===== config.mk =====
export PLATFORM = sky130hd
export DESIGN_NAME = fpga_config_loader
export DESIGN_NICKNAME = d
export VERILOG_FILES = /design/src/rtl/fpga_config_loader.sv
export SDC_FILE = /design/constraint.sdc
export NUM_CORES = 2
export LEC_CHECK = 0
export CORE_MARGIN = 3
export CORE_UTILIZATION = 57
export CTS_CLUSTER_DIAMETER = 120
export DETAILED_ROUTE_END_ITERATION = 6
export PLACE_DENSITY = 0.85
export SLEW_MARGIN = 20
export SYNTH_ARGS = -nofsm -noshare
export SYNTH_HDL_FRONTEND = slang
export SYNTH_SLANG_ARGS = --single-unit

===== constraint.sdc =====
create_clock -name clock -period 3.5 [get_ports clock]
set_input_delay 0.525 -clock clock [delete_from_list [all_inputs] [get_ports clock]]
set_output_delay 0.525 -clock clock [all_outputs]
set_load 0.05 [all_outputs]

===== src/rtl/fpga_config_loader.sv =====
// Byte-stream bitstream receiver that assembles frames and strobes them into the fpga fabric.
// Optional trailer checksum: define CFG_CHECKSUM_EN.
module fpga_config_loader #(
  parameter int unsigned FRAME_W    = 320,
  parameter int unsigned NUM_FRAMES = 172,
  parameter int unsigned SETTLE_CYC = 10
) (
  input  logic                            clock,
  input  logic                            rst,
  input  logic                            start,
  input  logic [7:0]                      in_data,
  input  logic                            in_valid,
  output logic                            in_ready,
  output logic [FRAME_W-1:0]              configs_in,
  output logic [NUM_FRAMES-1:0]           configs_en,
  output logic                            ff_en,
  output logic                            rdy,
  output logic                            err,
  output logic [$clog2(NUM_FRAMES+1)-1:0] frame_cnt
);

  localparam int unsigned BYTES = FRAME_W / 8;
  localparam int unsigned BCW   = (BYTES > 1) ? $clog2(BYTES) : 1;
  localparam int unsigned CW    = $clog2(NUM_FRAMES + 1);
  localparam int unsigned SCW   = $clog2(SETTLE_CYC + 1);

  typedef enum logic [2:0] {
    S_IDLE, S_SHIFT, S_WRITE, S_SETTLE, S_DONE
`ifdef CFG_CHECKSUM_EN
    , S_CHECK, S_ERROR
`endif
  } state_e;

  state_e                state_q, state_d;
  logic [BCW-1:0]        byte_cnt_q, byte_cnt_d;
  logic [FRAME_W-1:0]    shift_q, shift_d;
  logic [FRAME_W-1:0]    configs_in_q, configs_in_d;
  logic [NUM_FRAMES-1:0] configs_en_q, configs_en_d;
  logic [CW-1:0]         frame_cnt_q, frame_cnt_d;
  logic [SCW-1:0]        settle_q, settle_d;
  logic                  ff_en_q, ff_en_d;
  logic                  rdy_q, rdy_d;
  logic                  in_ready_q, in_ready_d;
  logic                  accept;
  logic                  restart;
`ifdef CFG_CHECKSUM_EN
  logic [15:0]           sum_q, sum_d;
  logic [7:0]            trail_hi_q, trail_hi_d;
  logic                  err_q, err_d;
`endif

  // Next-state, datapath and registered-output decode.
  always_comb begin
    state_d      = state_q;
    byte_cnt_d   = byte_cnt_q;
    shift_d      = shift_q;
    configs_in_d = configs_in_q;
    frame_cnt_d  = frame_cnt_q;
    settle_d     = settle_q;
    ff_en_d      = ff_en_q;
    rdy_d        = rdy_q;
`ifdef CFG_CHECKSUM_EN
    sum_d        = sum_q;
    trail_hi_d   = trail_hi_q;
    err_d        = err_q;
`endif
    accept  = in_valid && in_ready_q;
    restart = 1'b0;

    case (state_q)
      S_IDLE: restart = start;
      S_SHIFT: begin
        if (accept) begin
          shift_d = {shift_q[FRAME_W-9:0], in_data};
`ifdef CFG_CHECKSUM_EN
          sum_d = sum_q + 16'(in_data);
`endif
          if (byte_cnt_q == BCW'(BYTES - 1)) begin
            configs_in_d = {shift_q[FRAME_W-9:0], in_data};
            byte_cnt_d   = '0;
            state_d      = S_WRITE;
          end else begin
            byte_cnt_d = byte_cnt_q + BCW'(1);
          end
        end
      end
      S_WRITE: begin
        frame_cnt_d = frame_cnt_q + CW'(1);
        if (frame_cnt_q == CW'(NUM_FRAMES - 1)) begin
`ifdef CFG_CHECKSUM_EN
          state_d = S_CHECK;
`else
          state_d  = S_SETTLE;
          settle_d = '0;
`endif
        end else begin
          state_d = S_SHIFT;
        end
      end
`ifdef CFG_CHECKSUM_EN
      // Two trailer bytes, high byte first, compared against the running sum.
      S_CHECK: begin
        if (accept) begin
          if (byte_cnt_q == '0) begin
            trail_hi_d = in_data;
            byte_cnt_d = BCW'(1);
          end else if ({trail_hi_q, in_data} == sum_q) begin
            state_d  = S_SETTLE;
            settle_d = '0;
          end else begin
            state_d = S_ERROR;
            err_d   = 1'b1;
          end
        end
      end
      S_ERROR: restart = start;
`endif
      S_SETTLE: begin
        if (settle_q == SCW'(SETTLE_CYC - 1)) begin
          state_d = S_DONE;
          ff_en_d = 1'b1;
        end else begin
          settle_d = settle_q + SCW'(1);
        end
      end
      S_DONE: begin
        rdy_d   = 1'b1;
        restart = start;
      end
      default: state_d = S_IDLE;
    endcase

    // configs_in deliberately keeps its previous frame across a restart.
    if (restart) begin
      state_d     = S_SHIFT;
      byte_cnt_d  = '0;
      frame_cnt_d = '0;
      ff_en_d     = 1'b0;
      rdy_d       = 1'b0;
`ifdef CFG_CHECKSUM_EN
      sum_d       = '0;
      err_d       = 1'b0;
`endif
    end

    configs_en_d = (state_d == S_WRITE) ? (NUM_FRAMES'(1) << frame_cnt_q) : '0;
`ifdef CFG_CHECKSUM_EN
    in_ready_d = (state_d == S_SHIFT) || (state_d == S_CHECK);
`else
    in_ready_d = (state_d == S_SHIFT);
`endif
  end

  always_ff @(posedge clock or negedge rst) begin
    if (!rst) begin
      state_q      <= S_IDLE;
      byte_cnt_q   <= '0;
      shift_q      <= '0;
      configs_in_q <= '0;
      configs_en_q <= '0;
      frame_cnt_q  <= '0;
      settle_q     <= '0;
      ff_en_q      <= 1'b0;
      rdy_q        <= 1'b0;
      in_ready_q   <= 1'b0;
`ifdef CFG_CHECKSUM_EN
      sum_q        <= '0;
      trail_hi_q   <= '0;
      err_q        <= 1'b0;
`endif
    end else begin
      state_q      <= state_d;
      byte_cnt_q   <= byte_cnt_d;
      shift_q      <= shift_d;
      configs_in_q <= configs_in_d;
      configs_en_q <= configs_en_d;
      frame_cnt_q  <= frame_cnt_d;
      settle_q     <= settle_d;
      ff_en_q      <= ff_en_d;
      rdy_q        <= rdy_d;
      in_ready_q   <= in_ready_d;
`ifdef CFG_CHECKSUM_EN
      sum_q        <= sum_d;
      trail_hi_q   <= trail_hi_d;
      err_q        <= err_d;
`endif
    end
  end

  assign in_ready   = in_ready_q;
  assign configs_in = configs_in_q;
  assign configs_en = configs_en_q;
  assign frame_cnt  = frame_cnt_q;
  assign ff_en      = ff_en_q;
  assign rdy        = rdy_q;
`ifdef CFG_CHECKSUM_EN
  assign err        = err_q;
`else
  assign err        = 1'b0;
`endif

endmodule


# Word-level counts from Yosys, hierarchy flattened
# Index checks and enable logic that the tools add are counted.
# totals
output_inout_bits	504
regBits	828
inputBits	12
word_cells	62
# op_classes
n_mux	22
reduce_logical	15
addsub	3
n_eq_ne	11
n_shift	1
# ops
cell	count
$mux W172	1
$shl A1 B8 Y172 const A	1
$mux W6	4
$mux W8	2
$reduce_bool A2 Y1	7
$mux W3	4
$pmux W3 S4	1
$eq A3 B2 Y1 const B	3
$add A8 B1 Y8 const B	1
$eq A8 B8 Y1 const B	1
$mux W4	2
$pmux W4 S2	1
$add A6 B1 Y6 const B	1
$eq A3 B1 Y1 const B	2
$eq A6 B6 Y1 const B	1
$mux W1	6
$reduce_and A2 Y1	3
$reduce_and A3 Y1	2
$add A4 B1 Y4 const B	1
$eq A4 B4 Y1 const B	1
$ne A2 B2 Y1 const B	2
$eq A3 B3 Y1 const B	1
$logic_not A3 Y1	1
$mux W2	1
other kinds (2)	2

# Logic depth before layout (Yosys ltp)
# depth
word_depth	7
depth_mapped	8
mapped_depth_nobuf	6

# Least setup slack after synthesis
# No wires, ideal clock.
# synth_path
path_type	register -> register
startpoint	register in_ready_q (netlist: in_ready)
endpoint	register configs_in_q[184] (netlist: configs_in[184])
path_stages_with_launch	7
setup_slack_ns	1.544
setup_time_ns	0.127
t_arrival_ns	1.828
required_time_ns	3.373
n_path_buf	3
period_less_slack_ns	1.956
path_cell_list	dfrtp_1 and2_1 and4_1 buf_4 buf_6 buf_6 mux2_1
# synth_between
elab_chain_cells	2
# synth_rtl
item	line	text
start, declared	43	logic in_ready_q, in_ready_d;
start signal, assigned	181	in_ready_q <= in_ready_d;
$logic_and A1 B1 Y1	67	accept = in_valid && in_ready_q;
$reduce_and A3 Y1 (no source line)	-	
end signal, assigned	175	configs_in_q <= configs_in_d;
end, declared	37	logic [FRAME_W-1:0] configs_in_q, configs_in_d;
# Every way passes these cells.
# A chain may end at the register's enable or synchronous reset.

# Final worst setup path
# layout_path
startpoint	register frame_cnt_q[4] (netlist: frame_cnt[4])
endpoint	output port frame_cnt[4]
# layout_lines
item	line	text
start, declared	39	logic [CW-1:0] frame_cnt_q, frame_cnt_d;
start signal, assigned	177	frame_cnt_q <= frame_cnt_d;
end, declared	19	output logic [$clog2(NUM_FRAMES+1)-1:0] frame_cnt
# No word-level cell between the ends.

==> results.md <==
* # DRC at 0
* Pwr Density at 592 mW/mm^2
* Total global-route track usage at 27.8%
* Root buffer cell: clkbuf_16
* Post-CTS Resized at 0
* Net count, final at 3,070
* Ys Warns at 0
* Design Power at 22.9 mW
* Critical-path top delay cell: clkdlybuf4s50_1
* Bufs and invs on worst path at 1
* Number of synthesized flops with an enable pin at 0
* CTS clk-pin slew, worst paths at 0.06 ns
* Core area at 0.0518 sq mm
* Crit end category: primary output
* Area grow syn2layout at 28.0%
* Antenna diode instance count at 0
* Hold crit path type: flop to flop
* Rows at 83
* Via density at 5.48
* Worst-path maximum fanout at 21
* Gpl congestion at 0.859
* WS Path Type: flop to primary output
* Post-route ant nets at 0
* Worst-Skew Late Latency at 0.62 ns
* RSZ-0062 raised after global routing: no
* Footprint of the multi-input gates at 0.00873 sq mm
* Reg power frac at 50.3%
* Top FF cell, synth: dfrtp_1
* Post-synth net total at approximately 2.6k
* Gate Count Post-Synth at approximately 2.6k
* DRT Pass-1 Iters at 5
* Die Wd at 236 um
* Clock Path Buffers at 3
* Final setup vio count at 0
* Minimum clock period at 2.85 ns
* Asr flop ratio synth at 100%
* DRT Wirelength at slightly below 80 mm
* Largest net degree at the start of global routing at between 100 and 150
* Register area share after synthesis at about 70%
* Slew Viols, Final at 0
* Slew headroom at 49.7%
* Vias in the first global route at 21.7k
* Switching Power at 6.58 mW
* Initial core utilization at between 50 and 60%
* Setup TNS at 0 ns
* Antenna violations before repair at 0
* IO Count at 516
* Worst Path Required at 2.97 ns
* DP Wirelength at 51.1 mm
* Fin Clk Skew at 0.0218 ns
* Storage cell area at 0.0207 sq mm
* Most frequent cells in the layout: nand2_1, dfrtp_1, clkdlybuf4s50_1
* Maximum clock frequency at ~350 MHz
* H-tree lvl count at 3
* Least-Margin Pin Slew at 0.754 ns
* Final hold violation count at 0
* CP delay by family, top: buffers and inverters
* Critical Path, Cell by Cell: clkdlybuf4s50_1
* Remaining Overflow, GRT at 0
* Max-cap violations at 0
* Syn Std Cell Area at ~0.030 sq mm
* Average cell area after synthesis at about 12 sq um
* Clk pwr share at 37.2%
* CP max stage delay at about 0.95 ns
* Pint at 16.3 mW
* Final worst-path cycle share at 81.4%
* Leak at 19.6 nW
* Fillers at 3,018
* Yosys reg bits at 828
* Num CTS Buffers at 80
* CTS tree: yes
* Worst EP arrival at 2.32 ns
* Starting DRT DRC Count at 1,651
* Die H at ~240 um
* Layout cells sized above 1 at 12.7%
* Status: complete, no violations
* I/O Buffers at 514
* Total clock sinks at 828
* R2R Setup Slk at 1.05 ns
* Combinational power share at 12.6%
* Routed WL per cell at between 20 and 25 um
* Sw Ratio at 28.8%
* Vias post-DR at 20.7k
* First-pass GRT wire length at 122 mm
* VDD IR max at roughly 0.00058 V
* Cell variety after synth at between 40 and 50
* Startpoint class of the critical path: flop
* Commonest non-fill, non-tap cell in the layout: nand2_1
* Die area at roughly 0.056 sq mm
[per-layer routing]
layer | vias to the layer above | wire length (um) | share of wire (%) | GRT usage (%)
met1 | 10610 | 29200 | 38 | 34.8
met2 | 829 | 39400 | 51 | 47.3
met5 | - | 0 | 0 | 0
met3 | 192 | 5480 | 7.1 | 5.85
met4 | 0 | 3280 | 4.2 | 11.8
li1 | 9103 | - | - | -
[cell families (layout without fill, tap and decap cells)]
group	count (synthesis)	in the layout	share of synthesized area, %
AO/OA/AOI/OAI	15	15	0.344
XOR/XNOR	10	10	0.290
adder cells (fa/ha/maj)	9	9	0.373
buffers and inverters	145	701	2.47
flip-flops	828	828	68.7
multiplexers	320	320	11.9
other	1	1	0.0124
AND/OR/NAND/NOR	1223	1223	15.9
[per-stage QoR]
stage | std cells | worst slack (ns) | instance area (sq um) | utilization [%] | hold slack (ns)
global route | 3787 | 0.555 | 38600 | 74.6 | 0.505
floorplan | 2551 | 1.54 | 30200 | - | 0.229
detailed placement | 3646 | 0.684 | 36000 | 69.6 | 0.461
global placement | 3646 | 0.750 | 36000 | 69.6 | 0.456
finish | 3787 | 0.652 | 38600 | 74.6 | 0.479
CTS | 3787 | 0.632 | 38600 | 74.6 | 0.473
[cell type report]
class	instances	share of cell area, %
multi-input cells	1578	22.6
clock inverters	23	0.687
flip-flops and latches	828	53.6
repair buffers	552	14.8
clock buffers	117	5.99
well taps	680	2.20
inverters	9	0.0874
[cells in the mapped netlist (2+ instances only)]
cell	number	area [sq um]
and2_1	4	25.0
or2_2	8	50.1
nand2b_1	2	12.5
buf_1	11	41.3
xnor2_1	3	26.3
nor2b_1	6	37.5
nand4_1	4	25.0
buf_2	50	250
o2bb2ai_1	2	17.5
buf_4	15	113
or3_1	3	18.8
nand2_1	962	3610
xor2_1	7	61.3
ha_1	9	113
inv_1	9	33.8
a311oi_1	2	17.5
nor3b_1	2	15.0
mux2_1	100	1130
nand3_1	20	100
nand3b_1	2	15.0
and4_1	3	26.3
mux2_2	220	2480
clkbuf_1	49	184
nand3_2	5	50.1
buf_6	11	124
a21oi_1	5	25.0
nor2_1	190	713
dfrtp_1	828	20700
and3_1	5	31.3
[sequential cells by signal, indices dropped and copies added, names as in the netlist, 3 cells and up]
name,cells
byte_cnt_q,6
settle_q,4
shift_q,312
frame_cnt,8
configs_in,320
configs_en,172
state_q,3
[power groups by stage]
stage          clock [mW]  sequential, mW  combinational (mW)
5_1_grt              9.01            11.6                3.24
6_report             8.50            11.5                2.88
3_5_place_dp            0            11.6                2.85
3_3_place_gp            0            11.6                2.72
4_1_cts              8.61            11.5                2.90
2_1_floorplan           0            11.4                1.85
[final timing paths]
path	to	start	cells past startpoint
worst max-delay path	frame_cnt[4]	frame_cnt[4]$_DFFE_PN0P_	1
worst min-delay path	shift_q[309]$_DFFE_PN0P_	shift_q[309]$_DFFE_PN0P_	2
worst max register to register	configs_in[75]$_DFFE_PN0P_	state_q[2]$_DFF_PN0_	4
worst min register to register	shift_q[309]$_DFFE_PN0P_	shift_q[309]$_DFFE_PN0P_	2
max in group asynchronous	configs_en[40]$_DFF_PN0_	rst	3
min in group asynchronous	configs_in[227]$_DFFE_PN0P_	rst	2
[repair_timing]
| action | in CTS | in global routing |
|---|---|---|
| hold buffers | 1 | 0 |
| setup buffers | 0 | 0 |
| hold endpoints to repair | 70 | 0 |
Power figures use the tool's default switching activity.
